$ cat src/rtl/vga_pattern_gen_if.sv
// vga_pattern_gen_if: pixel strobe, pattern select and video output bundle
interface vga_pattern_gen_if #(
    parameter int COLOR_W = 4
);
    logic               pix_en;
    logic [1:0]         mode;
    logic [COLOR_W-1:0] r;
    logic [COLOR_W-1:0] g;
    logic [COLOR_W-1:0] b;
    logic               hsync;
    logic               vsync;
    logic               de;
    logic               frame_start;
    modport master (output pix_en, mode, input r, g, b, hsync, vsync, de, frame_start);
    modport slave (input pix_en, mode, output r, g, b, hsync, vsync, de, frame_start);
endinterface

$ cat src/rtl/vga_pattern_gen.sv
// vga_pattern_gen: parametrised VGA raster timing with four selectable test patterns
module vga_pattern_gen #(
    parameter int H_ACTIVE = 640,
    parameter int H_FP     = 16,
    parameter int H_SYNC   = 96,
    parameter int H_BP     = 48,
    parameter int V_ACTIVE = 480,
    parameter int V_FP     = 10,
    parameter int V_SYNC   = 2,
    parameter int V_BP     = 33,
    parameter int COLOR_W  = 4,
    parameter bit SYNC_POL = 1'b0,
    parameter int CHK_LOG2 = 5,
    parameter int BOX_SIZE = 64
) (
    input logic clk,
    input logic rst,
    vga_pattern_gen_if.slave bus
);
    localparam int H_TOTAL = H_ACTIVE + H_FP + H_SYNC + H_BP;
    localparam int V_TOTAL = V_ACTIVE + V_FP + V_SYNC + V_BP;
    localparam int XW = $clog2(H_TOTAL);
    localparam int YW = $clog2(V_TOTAL);
    localparam logic [XW-1:0] H_LAST   = XW'(H_TOTAL - 1);
    localparam logic [XW-1:0] H_VIS    = XW'(H_ACTIVE);
    localparam logic [XW-1:0] HS_FIRST = XW'(H_ACTIVE + H_FP);
    localparam logic [XW-1:0] HS_LAST  = XW'(H_ACTIVE + H_FP + H_SYNC - 1);
    localparam logic [XW-1:0] BAR_W    = XW'(H_ACTIVE / 8);
    localparam logic [XW-1:0] BOX_W    = XW'(BOX_SIZE);
    localparam logic [XW-1:0] BOX_XMAX = XW'(H_ACTIVE - BOX_SIZE);
    localparam logic [XW-1:0] X_ONE    = XW'(1);
    localparam logic [YW-1:0] V_LAST   = YW'(V_TOTAL - 1);
    localparam logic [YW-1:0] V_VIS    = YW'(V_ACTIVE);
    localparam logic [YW-1:0] VS_FIRST = YW'(V_ACTIVE + V_FP);
    localparam logic [YW-1:0] VS_LAST  = YW'(V_ACTIVE + V_FP + V_SYNC - 1);
    localparam logic [YW-1:0] BOX_H    = YW'(BOX_SIZE);
    localparam logic [YW-1:0] BOX_YMAX = YW'(V_ACTIVE - BOX_SIZE);
    localparam logic [YW-1:0] Y_ONE    = YW'(1);
    // {r,g,b} per bar, index 0 = white down to index 7 = black
    localparam logic [7:0][2:0] BARS = {3'b000, 3'b001, 3'b100, 3'b101,
                                        3'b010, 3'b011, 3'b110, 3'b111};

    logic [XW-1:0]      h_cnt, box_x, nbox_x, cur_x, bar_q;
    logic [YW-1:0]      v_cnt, box_y, nbox_y, cur_y;
    logic               dir_x, dir_y, x_up, y_up;
    logic               frame, active, hs_win, vs_win, chk, in_box, mono;
    logic [1:0]         mode_q, cur_mode;
    logic [2:0]         bar_idx, bar_rgb;
    logic [COLOR_W-1:0] grad_r, grad_g, nr, ng, nb;

    // bounce the box: the step direction becomes the new travel direction
    always_comb begin
        x_up   = dir_x ? box_x != BOX_XMAX : box_x == '0;
        y_up   = dir_y ? box_y != BOX_YMAX : box_y == '0;
        nbox_x = x_up ? box_x + X_ONE : box_x - X_ONE;
        nbox_y = y_up ? box_y + Y_ONE : box_y - Y_ONE;
    end

    // pixel colour; on the frame-boundary pixel the freshly sampled mode and box apply
    always_comb begin
        frame    = bus.pix_en && h_cnt == '0 && v_cnt == '0;
        cur_mode = frame ? bus.mode : mode_q;
        cur_x    = frame ? nbox_x : box_x;
        cur_y    = frame ? nbox_y : box_y;
        active   = h_cnt < H_VIS && v_cnt < V_VIS;
        hs_win   = h_cnt >= HS_FIRST && h_cnt <= HS_LAST;
        vs_win   = v_cnt >= VS_FIRST && v_cnt <= VS_LAST;
        bar_q    = h_cnt / BAR_W;
        bar_idx  = bar_q > XW'(7) ? 3'd7 : bar_q[2:0];
        bar_rgb  = BARS[bar_idx];
        chk      = h_cnt[CHK_LOG2] ^ v_cnt[CHK_LOG2];
        in_box   = h_cnt >= cur_x && h_cnt < cur_x + BOX_W && v_cnt >= cur_y && v_cnt < cur_y + BOX_H;
        mono     = cur_mode[1] ? in_box : chk;
        grad_r   = COLOR_W'(h_cnt >> (XW - COLOR_W));
        grad_g   = COLOR_W'(v_cnt >> (YW - COLOR_W));
        nr = !active ? '0 : cur_mode == 2'd0 ? {COLOR_W{bar_rgb[2]}} : cur_mode == 2'd2 ? grad_r : {COLOR_W{mono}};
        ng = !active ? '0 : cur_mode == 2'd0 ? {COLOR_W{bar_rgb[1]}} : cur_mode == 2'd2 ? grad_g : {COLOR_W{mono}};
        nb = !active || cur_mode == 2'd2 ? '0 : cur_mode == 2'd0 ? {COLOR_W{bar_rgb[0]}} : {COLOR_W{mono}};
    end

    // raster counters advance one pixel per strobe
    always_ff @(posedge clk) begin
        if (rst) begin
            h_cnt <= '0;
            v_cnt <= '0;
        end else if (bus.pix_en) begin
            h_cnt <= h_cnt == H_LAST ? '0 : h_cnt + X_ONE;
            if (h_cnt == H_LAST) v_cnt <= v_cnt == V_LAST ? '0 : v_cnt + Y_ONE;
        end
    end

    // mode and box position are only updated at the frame boundary
    always_ff @(posedge clk) begin
        if (rst) begin
            mode_q <= '0;
            box_x  <= '0;
            box_y  <= '0;
            dir_x  <= 1'b1;
            dir_y  <= 1'b1;
        end else if (frame) begin
            mode_q <= bus.mode;
            box_x  <= nbox_x;
            box_y  <= nbox_y;
            dir_x  <= x_up;
            dir_y  <= y_up;
        end
    end

    // registered, mutually aligned video outputs; frame_start is a single-clk pulse
    always_ff @(posedge clk) begin
        if (rst) begin
            bus.r           <= '0;
            bus.g           <= '0;
            bus.b           <= '0;
            bus.de          <= 1'b0;
            bus.hsync       <= ~SYNC_POL;
            bus.vsync       <= ~SYNC_POL;
            bus.frame_start <= 1'b0;
        end else begin
            bus.frame_start <= frame;
            if (bus.pix_en) begin
                bus.r     <= nr;
                bus.g     <= ng;
                bus.b     <= nb;
                bus.de    <= active;
                bus.hsync <= hs_win ? SYNC_POL : ~SYNC_POL;
                bus.vsync <= vs_win ? SYNC_POL : ~SYNC_POL;
            end
        end
    end
endmodule

$ cat src/flat_wrapper.sv
// flat-port wrapper written by rule: the top's interface ports become plain ports
module vga_pattern_gen_flat 
#(
    parameter int H_ACTIVE = 640,
    parameter int H_FP     = 16,
    parameter int H_SYNC   = 96,
    parameter int H_BP     = 48,
    parameter int V_ACTIVE = 480,
    parameter int V_FP     = 10,
    parameter int V_SYNC   = 2,
    parameter int V_BP     = 33,
    parameter int COLOR_W  = 4,
    parameter bit SYNC_POL = 1'b0,
    parameter int CHK_LOG2 = 5,
    parameter int BOX_SIZE = 64
)
  (clk, rst, bus_pix_en, bus_mode, bus_r, bus_g, bus_b, bus_hsync, bus_vsync, bus_de, bus_frame_start);
  vga_pattern_gen_if #(.COLOR_W(COLOR_W)) bus_i ();
  input logic clk;
  input logic rst;
  input wire logic [$bits(bus_i.pix_en)-1:0] bus_pix_en;
  input wire logic [$bits(bus_i.mode)-1:0] bus_mode;
  output wire logic [$bits(bus_i.r)-1:0] bus_r;
  output wire logic [$bits(bus_i.g)-1:0] bus_g;
  output wire logic [$bits(bus_i.b)-1:0] bus_b;
  output wire logic [$bits(bus_i.hsync)-1:0] bus_hsync;
  output wire logic [$bits(bus_i.vsync)-1:0] bus_vsync;
  output wire logic [$bits(bus_i.de)-1:0] bus_de;
  output wire logic [$bits(bus_i.frame_start)-1:0] bus_frame_start;
  assign bus_i.pix_en = bus_pix_en;
  assign bus_i.mode = bus_mode;
  assign bus_r = bus_i.r;
  assign bus_g = bus_i.g;
  assign bus_b = bus_i.b;
  assign bus_hsync = bus_i.hsync;
  assign bus_vsync = bus_i.vsync;
  assign bus_de = bus_i.de;
  assign bus_frame_start = bus_i.frame_start;
  vga_pattern_gen #(.H_ACTIVE(H_ACTIVE), .H_FP(H_FP), .H_SYNC(H_SYNC), .H_BP(H_BP), .V_ACTIVE(V_ACTIVE), .V_FP(V_FP), .V_SYNC(V_SYNC), .V_BP(V_BP), .COLOR_W(COLOR_W), .SYNC_POL(SYNC_POL), .CHK_LOG2(CHK_LOG2), .BOX_SIZE(BOX_SIZE)) u_core (.clk(clk), .rst(rst), .bus(bus_i));
endmodule
$ cat config.mk
export PLATFORM = sky130hd
export DESIGN_NAME = vga_pattern_gen_flat
export DESIGN_NICKNAME = d
export VERILOG_FILES = /design/src/rtl/vga_pattern_gen_if.sv /design/src/rtl/vga_pattern_gen.sv /design/src/flat_wrapper.sv
export SDC_FILE = /design/constraint.sdc
export NUM_CORES = 1
export LEC_CHECK = 0
export CORE_UTILIZATION = 45
export DETAILED_ROUTE_END_ITERATION = 7
export PLACE_DENSITY = 0.75
export SYNTH_ARGS = -nofsm -noshare
export SYNTH_HDL_FRONTEND = slang
export SYNTH_SLANG_ARGS = --single-unit
$ cat constraint.sdc
create_clock -name clk -period 9.9 [get_ports clk]
set_clock_uncertainty 0.2 [all_clocks]
set_input_delay 1.98 -clock clk [delete_from_list [all_inputs] [get_ports clk]]
set_output_delay 1.98 -clock clk [all_outputs]
set_load 0.02 [all_outputs]
Word level (Yosys, flattened, before mapping)
Memories as Yosys holds them, arrays and structs flattened.
Cells that the tools add are included.
{ "word_totals": {"elab_cells": 80, "out_inout_bits": 16, "rom_bits": 24, "ff_bits": 60, "mem_count": 1} }
{ "classes": {"add_sub_neg": 8, "reduce_logical": 16, "div_mod_pow": 1, "n_eq_ne": 5, "magnitude_cmp": 12, "bitwise": 1, "muxes": 22} }
{ "mem_list": {"columns": ["name", "words", "word_bits", "read_ports", "rd_ports_with_merged_regs", "write_ports", "line", "source"], "rows": [
  ["(name not given)", 8, 3, 1, 0, 0, "vga_pattern_gen.sv:70", "bar_rgb = BARS[bar_idx];"]
]} }
{ "ops": {"columns": ["cell", "n"], "rows": [
  ["$mux 10", 6],
  ["$add 10x1->10 const B", 4],
  ["$logic_not 10->1", 4],
  ["$mux 4", 8],
  ["$add 10x7->10 const B", 2],
  ["$eq 10x10->1 const B", 2],
  ["$ge 10x10->1", 2],
  ["$lt 10x10->1", 2],
  ["$sub 10x1->10 const B", 2],
  ["$div 10x7->10 const B", 1],
  ["$ge 10x10->1 const B", 1],
  ["$ge 10x9->1 const B", 1],
  ["$gt 10x3->1 const B", 1],
  ["$le 10x10->1 const B", 1],
  ["$le 10x9->1 const B", 1],
  ["$lt 10x10->1 const B", 1],
  ["$lt 10x9->1 const B", 1],
  ["$ne 10x10->1 const B", 1],
  ["$ne 10x9->1 const B", 1],
  ["$logic_and 1x1->1", 8],
  ["$mux 3", 2],
  ["$mux 1", 5],
  ["$lt 3x4->1 const B", 1],
  ["$eq 2x2->1 const B", 1],
  ["other kinds (6)", 6]
]} }

Logic depth before layout (Yosys ltp)
{ "logic_depth": {"word_depth": 13, "mapped_depth": 21, "ltp_nobuf": 21} }

Worst setup path after synthesis
No wires, ideal clock.
{ "synth_timing": {"path_kind": "input port to flip-flop", "start": "input bus_pix_en", "end": "register u_core.bus.g[0]", "arrival_time_ps": 5216, "path_stages": 16, "required_time_ps": 9630, "path_buffers": 2, "slack_ps": 4414, "path_cell_list": "nand2b_2 > or4b_1 > or3_1 > clkbuf_1 > buf_2 > a21boi_1 > inv_1 > ha_1 > xor2_1 > ha_1 > a21o_1 > a2111oi_0 > o21ai_0 > nor3_1 > a21oi_1 > o21ai_1"} }
{ "synth_rtl": {"columns": ["element", "line", "source"], "rows": [
  ["start, declared", "flat_wrapper.sv:21", "input wire logic [$bits(bus_i.pix_en)-1:0] bus_pix_en;"],
  ["$logic_and 1x1->1 * (2 in series)", "vga_pattern_gen.sv:61", "frame = bus.pix_en && h_cnt == '0 && v_cnt == '0;"],
  ["$mux 10 *", "vga_pattern_gen.sv:64", "cur_y = frame ? nbox_y : box_y;"],
  ["named net u_core.cur_y[6]", "vga_pattern_gen.sv:44", "logic [YW-1:0] v_cnt, box_y, nbox_y, cur_y;"],
  ["$add 10x7->10 or $ge 10x10->1 (tied branches)", "vga_pattern_gen.sv:72", "in_box = h_cnt >= cur_x && h_cnt < cur_x + BOX_W && v_cnt >= cur_y && v_cnt < cur_y + BOX_H;"],
  ["$lt 10x10->1 or $logic_and 1x1->1 (tied branches)", "vga_pattern_gen.sv:72", null],
  ["$logic_and 1x1->1 *", "vga_pattern_gen.sv:72", null],
  ["$mux 1 *", "vga_pattern_gen.sv:73", "mono = cur_mode[1] ? in_box : chk;"],
  ["$mux 4 * (3 in series)", "vga_pattern_gen.sv:77", "ng = !active ? '0 : cur_mode == 2'd0 ? {COLOR_W{bar_rgb[1]}} : cur_mode == 2'd2 ? grad_g : {COLOR_W{mono}};"],
  ["end signal, assigned", "vga_pattern_gen.sv:123", "bus.g <= ng;"],
  ["end, declared", "vga_pattern_gen_if.sv:15", "modport slave (input pix_en, mode, output r, g, b, hsync, vsync, de, frame_start);"]
]} }
The timed path passes the listed nets; every way through them passes the cells marked *.
A chain may end at the register's enable or synchronous reset.

Final worst setup path
{ "layout_timing": {"start": "input bus_pix_en", "end": "register u_core.bus.r[3]"} }
{ "layout_rtl": {"columns": ["element", "line", "source"], "rows": [
  ["$logic_and 1x1->1 * (2 in series)", "vga_pattern_gen.sv:61", null],
  ["$mux 10 *", "vga_pattern_gen.sv:64", null],
  ["named net u_core.cur_y[6]", "vga_pattern_gen.sv:44", null],
  ["$add 10x7->10 or $ge 10x10->1 (tied branches)", "vga_pattern_gen.sv:72", null],
  ["$lt 10x10->1 or $logic_and 1x1->1 (tied branches)", "vga_pattern_gen.sv:72", null],
  ["$logic_and 1x1->1 *", "vga_pattern_gen.sv:72", null],
  ["$mux 1 *", "vga_pattern_gen.sv:73", null],
  ["$mux 4 * (3 in series)", "vga_pattern_gen.sv:76", "nr = !active ? '0 : cur_mode == 2'd0 ? {COLOR_W{bar_rgb[2]}} : cur_mode == 2'd2 ? grad_r : {COLOR_W{mono}};"],
  ["end signal, assigned", "vga_pattern_gen.sv:122", "bus.r <= nr;"],
  ["end, declared", "vga_pattern_gen_if.sv:15", null]
]} }
Marks and branches as above.

==> metrics.md <==
| Metric | Value |
|---|---|
| # hold bufs at CTS | `0` |
| Fin nets | `around 590` |
| HPWL after DPL | `around 7.5 mm` |
| DR WL/cell | `approximately 16 um` |
| Final instance area | `~0.0046 sq mm` |
| Via Count | `3821` |
| # diodes | `0` |
| Area delta synth->final | `9.890%` |
| Total power | `approximately 650 uW` |
| Syn Std Cell Area | `approximately 0.0042 sq mm` |
| Clk sinks | `57` |
| Initial antenna violation count | `0` |
| Internal power | `between 400 and 500 uW` |
| Share of cells above drive strength 1 | `0.06754` |
| WP data required | `~10000 ps` |
| Clk Latency, worst-skew pair | `about 350 ps` |
| Number of buffers created by CTS | `9` |
| Mapped Avg Cell Area | `about 8.1 sq um` |
| RD Place Congestion | `approximately 0.85` |
| CP Launch Type | `input pin` |
| Data arrival time at the worst-slack endpoint | `approximately 7000 ps` |
| Overall Global Routing Usage | `0.2200` |
| Crit path max-delay cell type | `nor3_2` |
| Min Tclk post-route | `6741 ps` |
| Pleak | `0.001917 uW` |
| Fin. Hold Viols | `0` |
| Clk pwr share | `0.311` |
| Via density | `~6.0` |
| Post-CTS Setup Inserts | `0` |
| Yosys warnings | `0` |
| Placed Area | `about 0.0044 sq mm` |
| Residual DRC | `0` |
| Max FO, Critical Path | `12` |
| PnR worst setup slack | `roughly 3200 ps` |
| DR pass1 iterations | `5` |
| Sw frac | `0.3310` |
| Top_reg_cell synth | `dfxtp_1` |
| Syn_nets | `between 500 and 600` |
| IO Pins | `21` |
| Kind of critical path | `in -> reg` |
| Crit-path cells | `clkdlybuf4s50_1 -> nand2b_2 -> or4b_1 -> nor3_2 -> o21ai_0 -> a21boi_1 -> inv_1 -> ha_1 -> xor2_1 -> ha_1 -> a21o_1 -> a2111oi_0 -> o21ai_0 -> nor3_1 -> a21oi_1 -> o21ai_1` |
| Sequential Power Share | `0.397` |
| Post_cts resized | `0` |
| Fin crit share | `0.6809` |
| Max_cap viols | `0` |
| Routed WL | `~10 mm` |
| Clock tree buffer depth | `2` |
| Starting Density | `0.4724` |
| GRT Residual Overflow | `0` |
| Seq/Total Area, Yosys | `0.2717` |
| IO buf count | `20` |
| Final setup vio count | `0` |
| TritonCTS clock tree | `done` |
| Status | `complete, no violations` |
| Fmax | `roughly 150 MHz` |
| Crit. End Element | `flip-flop` |
| Cell Pwr Density | `about 140 mW/mm^2` |
| Max-slew headroom | `0.2907` |
| Chip height | `slightly below 100 um` |
| Hold Path Class | `reg -> reg` |
| Die area | `about 0.0097 sq mm` |
| RSZ-0062 raised after global routing | `no` |
| Register bit count reported by yosys | `57` |
| Number of H-tree levels | `3` |
| Width of the chip | `98.61 um` |
| Fin. max-slew vios | `0` |
| ANT nets after route | `0` |
| Global-route wire length before repair | `~17 mm` |
| Comb power frac | `0.292` |
| Cells after Synth | `519` |
| Setup tns final | `0 ps` |
| Yosys cell types | `66` |
| Reg clk slew, reported paths | `70 ps` |
| Most frequent cells in the layout | `62 x nor2_1, 57 x dfxtp_1, 50 x ha_1` |
| Commonest non-fill, non-tap cell in the layout | `nor2_1` |
| DP Worst Slack | `around 2800 ps` |
| Post-synth EDFFs | `0` |
| Clock root cell | `clkbuf_8` |
| # rows | `34` |
| Async SR Flop Fraction | `0` |
| Finished Core Util | `0.5191` |
| Largest net degree at the start of global routing | `45` |
| Worst-Margin Slew | `around 1100 ps` |
| Crit-path max cell delay | `slightly above 800 ps` |
| Switching power | `between 200 and 250 uW` |
| DRT iter0 DRCs | `between 150 and 200` |
| Layout fillers | `a little over 800` |
| VDD IR-drop max | `between 0.00008 and 0.00009 V` |
| Core area | `between 0.008 and 0.009 sq mm` |
| Number of global-route vias before repair | `3678` |
## critical path, delay by kind of cell
family,cells,cell delay [ps]
AOI/OAI and AO/OA,7,1660
adders and majority gates,2,430
buffers and inverters,2,870
and+or+nand+nor,4,1730
xor gates and xnor gates,1,160
## cells in the mapped netlist, types with 10 or more instances
cell type   n  area [sq um]
o21ai_1    10         50.05
inv_1      24         90.09
nand2_1    21         78.83
xnor2_1    17         148.9
nor2_1     62         232.7
ha_1       50         625.6
nand4_1    10         62.56
o21ai_0    28         140.1
nand3_1    17         85.08
nand2b_1   11         68.82
a21oi_1    38         190.2
xor2_1     16         140.1
dfxtp_1    57          1141
nor2b_1    10         62.56
nor3_1     17         85.08
clkbuf_1   15         56.30
## power by group through the flow
| stage | clock network, uW | registers (uW) | logic, uW |
|---|---|---|---|
| detailed placement | 0 | 262 | 187 |
| floorplan | 0 | 267 | 134 |
| global placement | 0 | 262 | 180 |
| global route | 217 | 260 | 212 |
| CTS | 206 | 257 | 188 |
| finish | 202 | 258 | 190 |
## flip-flops by register name (all words and copies together), names as in the netlist
name / count
u_core.box_x: 10
u_core.box_y: 10
u_core.h_cnt: 10
u_core.v_cnt: 10
u_core.bus.g: 4
u_core.bus.r: 4
u_core.mode_q: 2
u_core.bus.b: 1
u_core.bus.de: 1
u_core.bus.frame_start: 1
u_core.bus.hsync: 1
u_core.bus.vsync: 1
u_core.dir_x: 1
u_core.dir_y: 1
## cells by family after synthesis
| family | after synthesis | share of synthesized area |
|---|---|---|
| XOR/XNOR | 33 | 0.06881 |
| multiplexers | 9 | 0.02204 |
| flip-flops | 57 | 0.2717 |
| adder cells (fa/ha/maj) | 53 | 0.1609 |
| AO/OA/AOI/OAI | 129 | 0.1915 |
| buffers and inverters | 48 | 0.05064 |
| AND/OR/NAND/NOR | 190 | 0.2344 |
## cell type report
type,count,area [sq um],area share
repair buffers,23,222.7,0.04825
multi-input cells,414,2846,0.6167
clock buffers,12,165.2,0.03578
well taps,108,135.1,0.02928
inverters,24,90.09,0.01952
clock inverters,3,15.01,0.003253
flip-flops and latches,57,1141,0.2472
## layer usage
| layer | up-vias | GRT usage | share of wire | wire length, um |
|---|---|---|---|---|
| met5 | - | 0 | 0 | 0 |
| met4 | 0 | 0.1056 | 0.023 | 235 |
| met3 | 27 | 0.03191 | 0.054 | 542 |
| met2 | 131 | 0.3705 | 0.46 | 4649 |
| met1 | 1778 | 0.2773 | 0.46 | 4609 |
| li1 | 1885 | - | - | - |
## per-stage QoR
step	hold slack, ps	instances
after floorplan	259.4	519
after global placement	241.5	626
after detailed placement	241.4	626
after CTS	258.7	641
after global routing	280.2	641
final	258.8	641
## path summary, 6_finish.rpt
kind / slack (ps) / from / end / cells after the start
worst max register to register: 3890 / u_core.box_y[3] / u_core.bus.r[3] / 20
worst max-delay path: 3160 / bus_pix_en / u_core.bus.r[3] / 16
worst min register to register: 260 / u_core.bus.r[0] / u_core.bus.r[0] / 2
worst min-delay path: 260 / u_core.bus.r[0] / u_core.bus.r[0] / 2
Note: power is estimated with default switching activity, not from simulation.
